## config.mk

```make
export PLATFORM = sky130hd
export DESIGN_NAME = digit_timer_top
export DESIGN_NICKNAME = d
export VERILOG_FILES = /design/src/rtl/digit_timer_top.sv
export SDC_FILE = /design/constraint.sdc
export NUM_CORES = 1
export LEC_CHECK = 0
export CELL_PAD_IN_SITES_DETAIL_PLACEMENT = 1
export CELL_PAD_IN_SITES_GLOBAL_PLACEMENT = 1
export CORE_MARGIN = 2
export CORE_UTILIZATION = 35
export DETAILED_ROUTE_END_ITERATION = 7
export PLACE_DENSITY_LB_ADDON = 0.15
export SLEW_MARGIN = 30
export SYNTH_ARGS = -nofsm -noshare
export SYNTH_HDL_FRONTEND = slang
export SYNTH_SLANG_ARGS = --single-unit
```

## constraint.sdc

```tcl
create_clock -name clk -period 2.6 [get_ports clk]
set_clock_uncertainty 0.1 [all_clocks]
set_input_delay 0.52 -clock clk [delete_from_list [all_inputs] [get_ports clk]]
set_output_delay 0.52 -clock clk [all_outputs]
set_load 0.01 [all_outputs]
```

## src/rtl/digit_timer_top.sv

```systemverilog
`default_nettype none
// ============================================================================
// Module      : digit_timer_top
// Description : Two-digit BCD countdown timer with a one-second tick
//               prescaler, a debounced-by-edge reload pushbutton and a
//               sticky expiry flag.
//
// Ports
//   clk                  in   system clock, all state on rising edge
//   rst                  in   synchronous active-high reset
//   enable               in   1 = prescaler/countdown runs, 0 = frozen
//   userDigitTEN  [3:0]  in   tens digit to load (values >9 clamp to 9)
//   userDigitONE  [3:0]  in   ones digit to load (values >9 clamp to 9)
//   timerReconfigTEN_ONE in   active-low reload button, idle high
//   timerCountTEN [3:0]  out  current tens digit (BCD)
//   timerCountONE [3:0]  out  current ones digit (BCD)
//   uno_second_timeout   out  one-cycle pulse per one-second tick
//   timeOutCTRL          out  sticky flag, countdown has expired
//
// Revision    : 1.0 - initial release
// ============================================================================
module digit_timer_top #(
    parameter int TICKS_PER_SECOND = 10
) (
    input  logic       clk,
    input  logic       rst,
    input  logic       enable,
    input  logic [3:0] userDigitTEN,
    input  logic [3:0] userDigitONE,
    input  logic       timerReconfigTEN_ONE,
    output logic [3:0] timerCountTEN,
    output logic [3:0] timerCountONE,
    output logic       uno_second_timeout,
    output logic       timeOutCTRL
);

    // Prescale counter width; at least one bit so a degenerate
    // TICKS_PER_SECOND of 1 still elaborates.
    localparam int C_PW = (TICKS_PER_SECOND > 1) ? $clog2(TICKS_PER_SECOND) : 1;
    localparam logic [C_PW-1:0] C_LAST = C_PW'(TICKS_PER_SECOND - 1);
    localparam logic [3:0]      C_NINE = 4'd9;

    // ------------------------------------------------------------------
    // State
    // ------------------------------------------------------------------
    logic [C_PW-1:0] r_presc;
    logic            r_uno;
    logic [3:0]      r_ten;
    logic [3:0]      r_one;
    logic            r_tmo;
    logic            r_armed;
    logic            r_btn_s;   // current button sample
    logic            r_btn_p;   // previous button sample

    // Next-state
    logic [C_PW-1:0] w_presc;
    logic            w_uno;
    logic [3:0]      w_ten;
    logic [3:0]      w_one;
    logic            w_tmo;
    logic            w_armed;

    // ------------------------------------------------------------------
    // Decode
    // ------------------------------------------------------------------
    logic       w_press;
    logic       w_wrap;
    logic       w_zero;
    logic [3:0] w_ten_clamp;
    logic [3:0] w_one_clamp;

    // A press is a falling edge between two registered samples, so a held
    // button only ever yields one load.
    assign w_press     = r_btn_p & ~r_btn_s;
    assign w_wrap      = enable && (r_presc == C_LAST);
    assign w_zero      = (r_ten == 4'd0) && (r_one == 4'd0);
    assign w_ten_clamp = (userDigitTEN > C_NINE) ? C_NINE : userDigitTEN;
    assign w_one_clamp = (userDigitONE > C_NINE) ? C_NINE : userDigitONE;

    // ------------------------------------------------------------------
    // Next-state logic
    // ------------------------------------------------------------------
    always_comb begin
        w_presc = r_presc;
        w_uno   = 1'b0;
        w_ten   = r_ten;
        w_one   = r_one;
        w_tmo   = r_tmo;
        w_armed = r_armed;

        if (w_press) begin
            // Load beats a coincident tick: the prescaler restarts and the
            // tick that would have fired this cycle is dropped.
            w_presc = '0;
            w_ten   = w_ten_clamp;
            w_one   = w_one_clamp;
            w_tmo   = 1'b0;
            w_armed = 1'b1;
        end else begin
            if (enable) begin
                w_presc = w_wrap ? '0 : (r_presc + C_PW'(1));
            end
            w_uno = w_wrap;

            if (r_armed && w_zero) begin
                // Reaching (or loading) 00 expires on the following edge,
                // independent of the tick.
                w_tmo   = 1'b1;
                w_armed = 1'b0;
            end else if (r_armed && w_wrap) begin
                if (r_one != 4'd0) begin
                    w_one = r_one - 4'd1;
                end else begin
                    // Borrow; TEN is non-zero here because the count is not 00.
                    w_one = C_NINE;
                    w_ten = r_ten - 4'd1;
                end
            end
        end
    end

    // ------------------------------------------------------------------
    // Registers
    // ------------------------------------------------------------------
    always_ff @(posedge clk) begin
        if (rst) begin
            r_presc <= '0;
            r_uno   <= 1'b0;
            r_ten   <= 4'd0;
            r_one   <= 4'd0;
            r_tmo   <= 1'b0;
            r_armed <= 1'b0;
            // Samplers reset to the idle level so a button already held low
            // when reset releases is not seen as a press.
            r_btn_s <= 1'b1;
            r_btn_p <= 1'b1;
        end else begin
            r_presc <= w_presc;
            r_uno   <= w_uno;
            r_ten   <= w_ten;
            r_one   <= w_one;
            r_tmo   <= w_tmo;
            r_armed <= w_armed;
            r_btn_s <= timerReconfigTEN_ONE;
            r_btn_p <= r_btn_s;
        end
    end

    assign timerCountTEN      = r_ten;
    assign timerCountONE      = r_one;
    assign uno_second_timeout = r_uno;
    assign timeOutCTRL        = r_tmo;

endmodule
`default_nettype wire

```

# After elaboration in Yosys (flattened, before gate mapping)
# Cells that the tools add are included.
# totals
output_inout_bits	10
latchBits	0
mem_count	0
rom_bits	0
register_bits	17
ramBits	0
# classes
n_mux	13
n_eq_ne	3
n_shift	0
div	0
n_bitwise	2
n_lt_le_gt_ge	2
n_mul	0
reduce_logical	12
add_sub_neg	3
# ops
cell	count
$mux W4	11
$gt A4 B4 Y1 const B	2
$logic_not A4 Y1	2
$sub A4 B1 Y4 const B	2
$add A4 B1 Y4 const B	1
$eq A4 B4 Y1 const B	1
$logic_and A1 B1 Y1	4
$ne A2 B2 Y1 const B	2
$reduce_bool A2 Y1	2
$reduce_bool A4 Y1	1
$reduce_and A3 Y1	1
$mux W1	2
$reduce_and A2 Y1	1
$reduce_or A2 Y1	1
$and A1 B1 Y1	1
$not A1 Y1	1

# Depth between registers and ports, before layout
# Gate-level depths: netlist of the first run.
# depth
ltp_word	6
mapped_depth	7
mapped_depth_nobuf	6

# Worst setup path after synthesis of the first run
# No wires, ideal clock.
# synth_path
kind	input to register
from	in enable
to	reg r_ten[3] (netlist: timerCountTEN[3])
arrival_time_ns	1.795
cell_stages	5
n_path_buf	1
required_time_ns	2.397
slack_ns	0.602
cell_sequence	clkbuf_1 -> nand4b_1 -> nor4b_4 -> a211oi_1 -> a2111oi_2
# synth_between
elab_chain_len	4
# synth_rtl
element	line	rtl
start, declared	27	input logic enable,
$logic_and A1 B1 Y1	75	assign w_wrap = enable && (r_presc == C_LAST);
$logic_and A1 B1 Y1	110	end else if (r_armed && w_wrap) begin
$reduce_bool A2 Y1 (no source line)	--	
$reduce_and A3 Y1 (no source line)	--	
end signal, assigned	140	r_ten <= w_ten;
end, declared	48	logic [3:0] r_ten;
# Every way passes these cells.
# A chain may end at the register's enable or synchronous reset.

# Worst setup path in the final report of the first run
# layout_path
from	in enable
to	reg r_one[0] (netlist: timerCountONE[0])
# layout_between
elab_chain_len	4
# layout_rtl
element	line	rtl
$logic_and A1 B1 Y1	75	
$logic_and A1 B1 Y1	110	
$reduce_bool A2 Y1 (no source line)	--	
$reduce_and A2 Y1 (no source line)	--	
end signal, assigned	141	r_one <= w_one;
end, declared	49	logic [3:0] r_one;
# Every way passes these cells.

==> impl_metrics.csv, run 1 <==
group,metric,value,unit
clock_network,cts_resized,0,
power,seqPwrFrac,0.538,
place,dp_hpwl,1640,um
die,io_pins,22,
worst_setup_path,max_stage_delay,480,ps
timing,finalMaxSlewViolations,0,
worst_setup_path,crit_family,"simple AND/OR/NAND/NOR gates",
power,switching_power,148,uW
hold_path,hold-path-endpoint,"r_btn_p$_SDFF_PP1_",
clock_network,h-tree-depth,1,
die,core_area,2280,sq um
synthesis,ys_seq_area_frac,0.395,
routing,route.detailed.drc,0,
worst_setup_path,critical_path_class,"in2reg",
cells_and_area,drive_above_1_share,0.108,
power,peakVddDrop,0.402,mV
clock_network,postCtsSetupBuffers,0,
global_route,grt_usage,0.179,
run,drv_cap,0,
cells_and_area,fillers,291,
synthesis,synth_top_area_frac,0.395,
worst_setup_path,worstPathRequired,2700,ps
worst_setup_path,critPathBufInv,2,
worst_setup_path,reg2reg_depth,4,
die,die_area,2880,sq um
clock_network,ctsHoldBuffers,0,
place,gp_congestion,0.796,
worst_setup_path,arrival,2230,ps
clock_network,root_buffer,"clkbuf_4",
synthesis,synthesis.nets,113,
cells_and_area,final_common_cell,"clkdlybuf4s50_1",
synthesis,ys_types,32,
timing,post-route-period-util,0.817,
routing,wl,2100,um
place,io_buffers,21,
timing,fin_tns_setup,0,ps
timing,max_freq,471,MHz
global_route,grt-ovfl-total,0,
die,initial_core_util,0.379,
clock_network,clk_latency,290,ps
routing,drt_iter0_drc,3,
cells_and_area,final_cell_mix,"clkdlybuf4s50_1 (21), dfxtp_1 (17), nor2_1 (12)",
worst_setup_path,r2r_setup_slack,560,ps
worst_setup_path,path_cells,"clkdlybuf4s50_1, buf_4, and4b_1, nand2_1, or3_1, a221oi_1",
cells_and_area,final_nets,137,
hold_path,hp-class,"reg2reg",
routing,final_antenna_net_count,0,
synthesis,ys_seq_elements,17,
synthesis,synthTopCellsByArea,"dfxtp_1 (39%), ha_1 (5.8%), nor2_1 (5.2%)",
run_status,status,"complete, no violations",
cells_and_area,syn2layout_area_growth,31.6,%
synthesis,synth_largest_area_cell,"dfxtp_1",
global_route,grt_max_degree,11,
timing,hold_slack,385,ps
die,die_h,53.6,um
clock_network,clockBufferDepth,2,
worst_setup_path,r2r-start,"timerCountONE[0]$_SDFFE_PP0P_",
worst_setup_path,slowest_stage,"clkdlybuf4s50_1",
die,die_w,53.6,um
worst_setup_path,end_kind,"register",
clock_network,clock_sinks,17,
timing,rsz0062_at_grt,"false",
cells_and_area,diodes,0,
timing,relSlewSlack,0.607,
die,fp-row-count,17,
routing,num_vias,783,
hold_path,min_from,"r_btn_s$_SDFF_PP1_",
worst_setup_path,cp_max_fo,7,
clock_network,numCtsBuffers,3,
synthesis,ys_warn_count,0,
synthesis,synthCells,97,
power,internal-power,385,uW
global_route,grt_pass1_wl,3750,um
timing,setup_violations,0,
routing,viasPerCell,5.29,
synthesis,avgSynthCellArea,8.89,sq um
global_route,grt_pass1_vias,840,
synthesis,synthesis.area,862,sq um
power,combPwrFrac,0.190,
timing,hold_viol_final,0,
hold_path,holdPathStages,1,
power,power_density,470,nW/um^2
timing,worstMarginPinSlew,588,ps
global_route,antenna_found_initial,0,
power,clock_power_share,0.273,
clock_network,cts_tree,"yes",
timing,timing.final.ws_setup,475,ps
power,netSwitchingFraction,0.278,
place,place_ws,153,ps
routing,dr.pass1.iters,4,
worst_setup_path,startpoint_type,"primary input",
worst_setup_path,timing.rr.end,"timerCountTEN[3]$_SDFFE_PP0P_",
timing,period_needed,2130,ps
routing,post_drt_wl_per_cell,14.2,um
power,p_leak,0.412,nW
clock_network,clk_pin_slew,110,ps
## metrics by stage
step	instances	instance area (sq um)	power, mW	utilization
floorplan	97	862	0.345	-
global route	148	1130	0.562	0.499
detailed placement	144	1110	0.394	0.487
finish	148	1130	0.533	0.499
CTS	148	1130	0.537	0.499
global placement	144	1110	0.391	0.487
## flip-flops by register name, summed over array words and instances, names as in the netlist
| name | cells |
|---|---|
| r_armed | 1 |
| timerCountTEN | 4 |
| r_presc | 4 |
| uno_second_timeout | 1 |
| timeOutCTRL | 1 |
| timerCountONE | 4 |
| r_btn_p | 1 |
| r_btn_s | 1 |
## worst reg2reg max path, stage by stage, from the launching register on
cell and delay, ps:
dfxtp_1 380, or4_4 550, nor4b_4 430, a211oi_1 170
a2111oi_2 340
## metal layers
layer | vias to the layer above | routed length [um] | track usage
li1 | 392 | - | -
met1 | 375 | 1040 | 0.224
met2 | 14 | 988 | 0.307
met3 | 2 | 63 | 0.0333
met4 | 0 | 9 | 0.0641
met5 | - | 0 | 0
## cells by family after synthesis
logic type      count (synthesis)  share of synthesized area
flops                          17                      0.395
fa+ha+maj                       4                     0.0581
xor+xnor                        3                     0.0305
mux                             3                     0.0363
compound gates                 19                      0.149
buf+inv                         9                     0.0392
simple gates                   42                      0.292
## power groups by stage
stage / logic (mW) / clock network (mW) / registers (mW)
after global placement: 0.0990 / 0 / 0.292
after CTS: 0.102 / 0.149 / 0.287
final: 0.101 / 0.145 / 0.286
after detailed placement: 0.102 / 0 / 0.292
after floorplan: 0.0530 / 0 / 0.292
after global routing: 0.114 / 0.159 / 0.288
## final cells by class
cell class	count	area, sq um	share of cell area
Clock buffer	3	22.5	0.0198
Clock inverter	1	5.00	0.00441
Inverter	5	18.8	0.0165
Multi-Input combinational cell	71	488	0.430
Sequential cell	17	340	0.300
Tap cell	28	35.0	0.0309
Timing Repair Buffer	23	225	0.198
## worst max-delay path by stage
stage / start / end / slack [ps] / cells after the start
final: enable / timerCountONE[0]$_SDFFE_PP0P_ / 470 / 6
after detailed placement: enable / timerCountONE[0]$_SDFFE_PP0P_ / 150 / 6
after global placement: enable / timerCountTEN[3]$_SDFFE_PP0P_ / 250 / 5
after CTS: enable / timerCountONE[0]$_SDFFE_PP0P_ / 480 / 6
after floorplan: enable / timerCountTEN[3]$_SDFFE_PP0P_ / 600 / 5
after global routing: enable / timerCountONE[0]$_SDFFE_PP0P_ / 340 / 6
## Yosys cell counts
library cell / instances
a2111oi_2: 1
a211oi_1: 3
a21oi_1: 5
a221oi_1: 1
a221oi_2: 1
and2b_1: 1
and4_1: 3
and4b_1: 1
clkbuf_1: 4
dfxtp_1: 17
ha_1: 4
inv_1: 5
mux2_2: 1
mux2i_1: 2
nand2_1: 5
nand2b_1: 2
nand3_1: 1
nand4_1: 2
nand4b_1: 1
nor2_1: 12
nor2b_1: 1
nor3_1: 5
nor3b_1: 1
nor4_1: 1
nor4b_4: 1
o211ai_1: 1
o21ai_0: 7
or2_2: 2
or3_1: 2
or4_4: 1
xnor2_1: 1
xor2_1: 2
Note: power is estimated with default switching activity, not from simulation.
==> inputs of run 2 (changes only) <==
--- a/config.mk
+++ b/config.mk
@@ -7,8 +7,9 @@
 export LEC_CHECK = 0
 export CELL_PAD_IN_SITES_DETAIL_PLACEMENT = 1
 export CELL_PAD_IN_SITES_GLOBAL_PLACEMENT = 1
+export CORE_ASPECT_RATIO = 0.5
 export CORE_MARGIN = 2
-export CORE_UTILIZATION = 35
+export CORE_UTILIZATION = 31
 export DETAILED_ROUTE_END_ITERATION = 7
 export PLACE_DENSITY_LB_ADDON = 0.15
 export SLEW_MARGIN = 30
==> constraint.sdc (replaced) <==
create_clock -name clk -period 1.9 [get_ports clk]
set_clock_uncertainty 0.1 [all_clocks]
set_input_delay 0.38 -clock clk [delete_from_list [all_inputs] [get_ports clk]]
set_output_delay 0.38 -clock clk [all_outputs]
set_load 0.01 [all_outputs]
==> run 2 against run 1 <==
Effect of this change: the run now ends with setup timing left; count of clock-buffer cells in the layout rose by 1; setup slack lost 490 ps; sequential share of layout area decreased by 4.5 points; flip-flop and latch count stayed put; non-clock buffer count grew 20; utilization grew 1.6 points; hold slack lost 8.7 ps; first-iteration DRC count up 33%; final cell count is 20% higher; largest power group unchanged; highest routed layer is now met3.
==> impl_metrics.csv, run 2 (synthesis results as in run 1) <==
group,metric,value,unit
routing,num_vias,852,
clock_network,h-tree-depth,1,
place,io_buffers,21,
routing,final_antenna_net_count,0,
clock_network,ctsHoldBuffers,0,
die,initial_core_util,0.329,
die,die_area,3240,sq um
clock_network,clk_latency,250,ps
timing,timing.final.ws_setup,-11.4,ps
cells_and_area,final_cell_mix,"buf_4 (22), clkdlybuf4s50_1 (20), dfxtp_1 (14)",
cells_and_area,diodes,0,
cells_and_area,final_nets,157,
run_status,status,"complete, but fails checks",
global_route,grt_max_degree,11,
global_route,grt_usage,0.162,
worst_setup_path,crit_family,"simple AND/OR/NAND/NOR gates",
hold_path,hp-class,"reg2reg",
routing,wl,2410,um
cells_and_area,fillers,321,
worst_setup_path,timing.rr.end,"timerCountTEN[0]$_SDFFE_PP0P_",
run,drv_cap,0,
worst_setup_path,end_kind,"register",
routing,dr.pass1.iters,2,
global_route,grt_pass1_wl,3860,um
cells_and_area,drive_above_1_share,0.279,
timing,period_needed,1910,ps
worst_setup_path,endpoint,"timerCountTEN[0]$_SDFFE_PP0P_",
power,power,846,uW
routing,post_drt_wl_per_cell,13.6,um
worst_setup_path,critPathBufInv,1,
worst_setup_path,critical_path_class,"reg2reg",
worst_setup_path,path_cells,"or4_4, nor4b_4, buf_4, xnor2_2, a221oi_2",
power,power_density,627,nW/um^2
clock_network,cts_tree,"yes",
clock_network,clk_pin_slew,70,ps
die,core_area,2620,sq um
worst_setup_path,r2r_setup_slack,-10,ps
cells_and_area,final_common_cell,"buf_4",
timing,rsz0062_at_grt,"true",
global_route,grt-ovfl-total,0,
clock_network,numCtsBuffers,3,
die,die_w,78.6,um
worst_setup_path,reg2reg_depth,5,
run_status,violations,"setup timing",
place,gp_congestion,0.734,
timing,hold_viol_final,0,
worst_setup_path,worstPathRequired,1970,ps
clock_network,clock_sinks,17,
die,io_pins,22,
die,die_h,41.3,um
timing,relSlewSlack,0.725,
die,fp-row-count,13,
worst_setup_path,startpoint_type,"register",
routing,drt_iter0_drc,4,
timing,finalMaxSlewViolations,0,
worst_setup_path,arrival,1980,ps
timing,post-route-period-util,1.01,
worst_setup_path,cp_max_fo,4,
worst_setup_path,max_stage_delay,550,ps
cells_and_area,syn2layout_area_growth,56.5,%
place,dp_hpwl,1790,um
worst_setup_path,slowest_stage,"or4_4",
timing,hold_slack,376,ps
routing,viasPerCell,4.81,
clock_network,root_buffer,"clkbuf_8",
worst_setup_path,crit_cells,5,
timing,setup_violations,1,
cells_and_area,final_util,0.515,
worst_setup_path,crit_path_start,"timerCountONE[2]$_SDFFE_PP0P_",
routing,route.detailed.drc,0,
global_route,grt_pass1_vias,778,
worst_setup_path,r2r-start,"timerCountONE[2]$_SDFFE_PP0P_",
power,p_leak,0.538,nW
clock_network,clockBufferDepth,2,
power,peakVddDrop,0.383,mV
timing,fin_tns_setup,-11.4,ps
global_route,antenna_found_initial,0,
timing,max_freq,523,MHz
timing,worstMarginPinSlew,412,ps
run 2: cell count changes in the layout (fill, tap and decap cells not counted), sizes merged:
cell | previous run | this run
clkdlybuf4s50 | 21 | 20
buf | 2 | 22
clkbuf | 3 | 4
clkinv | 1 | 0
dlymetal6s2s | 0 | 1
run 2: report_power, final:
| part | total, mW | internal (mW) | switching (mW) |
|---|---|---|---|
| clock | 0.277 | 0.149 | 0.128 |
| sequential | 0.388 | 0.373 | 0.0148 |
| combinational | 0.180 | 0.102 | 0.0781 |
| total | 0.846 | 0.625 | 0.221 |
run 2: stage by stage:
stage          setup slack, ps  std cells  area (sq um)
2_1_floorplan            -3.11         97           863
3_3_place_gp              -268        170          1250
3_5_place_dp              -333        170          1250
4_1_cts                  -54.6        176          1320
5_1_grt                   -104        177          1350
6_report                 -11.4        177          1350
run 2: worst min-delay path by stage:
stage | startpoint | to | slack, ps | cells past startpoint
3_3_place_gp | timeOutCTRL$_SDFFE_PP0P_ | timeOutCTRL$_SDFFE_PP0P_ | 350 | 2
4_1_cts | r_btn_s$_SDFF_PP1_ | r_btn_p$_SDFF_PP1_ | 380 | 1
3_5_place_dp | r_btn_s$_SDFF_PP1_ | r_btn_p$_SDFF_PP1_ | 360 | 1
6_report | timeOutCTRL$_SDFFE_PP0P_ | timeOutCTRL$_SDFFE_PP0P_ | 380 | 2
5_1_grt | timeOutCTRL$_SDFFE_PP0P_ | timeOutCTRL$_SDFFE_PP0P_ | 410 | 2
2_1_floorplan | r_btn_s$_SDFF_PP1_ | r_btn_p$_SDFF_PP1_ | 330 | 1
run 2: cell type report:
class | instances | area [sq um] | share of cell area
Sequential cell | 17 | 344 | 0.255
Multi-Input combinational cell | 71 | 517 | 0.383
Timing Repair Buffer | 43 | 378 | 0.280
Clock buffer | 4 | 45.0 | 0.0334
Inverter | 5 | 18.8 | 0.0139
Tap cell | 37 | 46.3 | 0.0343
run 2: what timing repair did:
| item | in CTS | in global routing |
|---|---|---|
| gates resized for setup | 2 | 6 |
| pin swaps | 4 | 5 |
| endpoints found under the setup margin | 4 | 6 |
| buffers inserted | 2 | 1 |
| endpoints found under the hold margin | 0 | 0 |
run 2: worst register-to-register path, stage by stage, from the launching register on:
cell and delay, ps:
dfxtp_2 330, or4_4 550, nor4b_4 330, buf_4 200, xnor2_2 60, a221oi_2 250
run 2: per-layer routing:
layer | track usage | wire, um | up-vias
li1 | - | - | 433
met1 | 0.193 | 1170 | 405
met2 | 0.310 | 1160 | 14
met3 | 0.0474 | 81 | 0
met4 | 0.0263 | 0 | 0
met5 | 0 | 0 | -
==> inputs of run 3 (changes only) <==
--- a/config.mk
+++ b/config.mk
@@ -7,12 +7,12 @@
 export LEC_CHECK = 0
 export CELL_PAD_IN_SITES_DETAIL_PLACEMENT = 1
 export CELL_PAD_IN_SITES_GLOBAL_PLACEMENT = 1
-export CORE_ASPECT_RATIO = 0.5
 export CORE_MARGIN = 2
 export CORE_UTILIZATION = 31
 export DETAILED_ROUTE_END_ITERATION = 7
 export PLACE_DENSITY_LB_ADDON = 0.15
-export SLEW_MARGIN = 30
+export SLEW_MARGIN = 15
 export SYNTH_ARGS = -nofsm -noshare
 export SYNTH_HDL_FRONTEND = slang
 export SYNTH_SLANG_ARGS = --single-unit
+export TNS_END_PERCENT = 20
==> run 3 against run 2 <==
Effect of this change: the run now ends clean; critical path depth increased by 1; clock power is 26% lower; power is 9.4% lower; die area shrank 0.79%; count of clock-buffer cells in the layout decreased by 1; final cell count down 5.6%; first-iteration DRC count grew to 6.3 times the previous value.
==> impl_metrics.csv, run 3 (synthesis results as in run 1) <==
group,metric,value,unit
place,gp_congestion,0.751,
die,die_h,56.7,um
worst_setup_path,r2r-start,"timerCountONE[1]$_SDFFE_PP0P_",
place,io_buffers,21,
clock_network,h-tree-depth,1,
clock_network,clk_pin_slew,110,ps
routing,num_vias,873,
cells_and_area,final_nets,153,
global_route,antenna_found_initial,0,
die,die_w,56.7,um
routing,dr.pass1.iters,3,
die,core_area,2690,sq um
worst_setup_path,startpoint_type,"register",
global_route,grt_pass1_vias,942,
clock_network,numCtsBuffers,3,
timing,timing.final.ws_setup,8.82,ps
timing,max_freq,529,MHz
run,drv_cap,0,
routing,viasPerCell,5.23,
global_route,grt_max_degree,11,
power,power,766,uW
die,die_area,3220,sq um
power,peakVddDrop,0.438,mV
hold_path,hp-class,"reg2reg",
run_status,status,"complete, no violations",
timing,fin_tns_setup,0,ps
place,dp_hpwl,1890,um
worst_setup_path,arrival,2010,ps
power,power_density,586,nW/um^2
worst_setup_path,crit_path_start,"timerCountONE[1]$_SDFFE_PP0P_",
worst_setup_path,cp_max_fo,5,
worst_setup_path,reg2reg_depth,6,
cells_and_area,drive_above_1_share,0.272,
cells_and_area,diodes,0,
global_route,grt_usage,0.173,
worst_setup_path,r2r_setup_slack,9,ps
timing,setup_violations,0,
routing,post_drt_wl_per_cell,15.2,um
global_route,grt-ovfl-total,0,
power,p_leak,0.513,nW
worst_setup_path,endpoint,"timerCountTEN[2]$_SDFFE_PP0P_",
clock_network,clockBufferDepth,2,
worst_setup_path,worstPathRequired,2020,ps
die,io_pins,22,
global_route,grt_pass1_wl,4310,um
place,post_dp_cell_area,1220,sq um
timing,finalMaxSlewViolations,0,
clock_network,clk_latency,290,ps
worst_setup_path,slowest_stage,"or4_4",
cells_and_area,final_cell_mix,"clkdlybuf4s50_1 (21), buf_4 (17), dfxtp_1 (15)",
timing,rsz0062_at_grt,"true",
routing,wl,2530,um
die,fp-row-count,19,
worst_setup_path,timing.rr.end,"timerCountTEN[2]$_SDFFE_PP0P_",
cells_and_area,final_area,1310,sq um
cells_and_area,fillers,308,
worst_setup_path,path_cells,"or4_4, nor4b_4, buf_4, buf_6, a211oi_4, nor4_2",
timing,hold_viol_final,0,
cells_and_area,syn2layout_area_growth,51.7,%
clock_network,cts_tree,"yes",
worst_setup_path,end_kind,"register",
routing,drt_iter0_drc,25,
place,place_ws,-308,ps
timing,period_needed,1890,ps
timing,relSlewSlack,0.568,
worst_setup_path,critical_path_class,"reg2reg",
clock_network,clock_sinks,17,
routing,route.detailed.drc,0,
cells_and_area,final_common_cell,"clkdlybuf4s50_1",
timing,post-route-period-util,0.995,
routing,final_antenna_net_count,0,
worst_setup_path,max_stage_delay,560,ps
die,initial_core_util,0.321,
timing,worstMarginPinSlew,647,ps
clock_network,root_buffer,"clkbuf_4",
-- run 3: cell types whose count changed in the layout (fill, tap and decap cells not counted), sizes merged --
cell,change
clkinv,+1
buf,-4
dlymetal6s2s,-1
clkdlybuf4s50,+1
clkbuf,-1
-- run 3: final cells by class --
cell class	count	area, sq um	area share
multi-input combinational	71	531	0.406
timing repair buffer	39	349	0.267
sequential	17	343	0.262
tap	31	38.8	0.0297
clock buffer	3	22.5	0.0172
inverter	5	18.8	0.0144
clock inverter	1	5.00	0.00383
-- run 3: per-layer routing --
metal / routed length, um / share of wire / global-route usage
met1: 1070 / 0.42 / 0.195
met3: 100 / 0.040 / 0.0369
met5: 0 / 0 / 0
met4: 38 / 0.015 / 0.0897
met2: 1320 / 0.52 / 0.304
-- run 3: through the flow --
| stage | hold WS [ps] | util | std cells |
|---|---|---|---|
| CTS | 385 | 0.476 | 166 |
| global route | 419 | 0.487 | 167 |
| detailed placement | 357 | 0.453 | 161 |
| floorplan | 332 | - | 97 |
| global placement | 342 | 0.453 | 161 |
| finish | 381 | 0.487 | 167 |
-- run 3: power by group --
| group | total, mW | switching, mW | internal (mW) |
|---|---|---|---|
| sequential | 0.387 | 0.0143 | 0.373 |
| combinational | 0.173 | 0.0812 | 0.0922 |
| clock | 0.205 | 0.127 | 0.0783 |
| total | 0.766 | 0.223 | 0.544 |
-- run 3: critical path, delay by kind of cell, from the launching register on --
family          cells  cell delay, ps
compound gates      1              60
buf+inv             2             300
flops               1             340
simple gates        3            1030
-- run 3: timing repair --
action	in CTS	in global routing
setup buffers	1	1
pin swaps	6	5
gates resized for setup	8	4
setup endpoints to repair	4	5
hold buffers	0	0
-- run 3: worst min-delay path by stage --
stage	start	end	slack, ps	depth (start not counted)
after detailed placement	r_btn_s$_SDFF_PP1_	r_btn_p$_SDFF_PP1_	360	1
after CTS	r_btn_s$_SDFF_PP1_	r_btn_p$_SDFF_PP1_	380	1
after floorplan	r_btn_s$_SDFF_PP1_	r_btn_p$_SDFF_PP1_	330	1
after global routing	timeOutCTRL$_SDFFE_PP0P_	timeOutCTRL$_SDFFE_PP0P_	420	2
final	r_btn_s$_SDFF_PP1_	r_btn_p$_SDFF_PP1_	380	1
after global placement	r_btn_s$_SDFF_PP1_	r_btn_p$_SDFF_PP1_	340	1
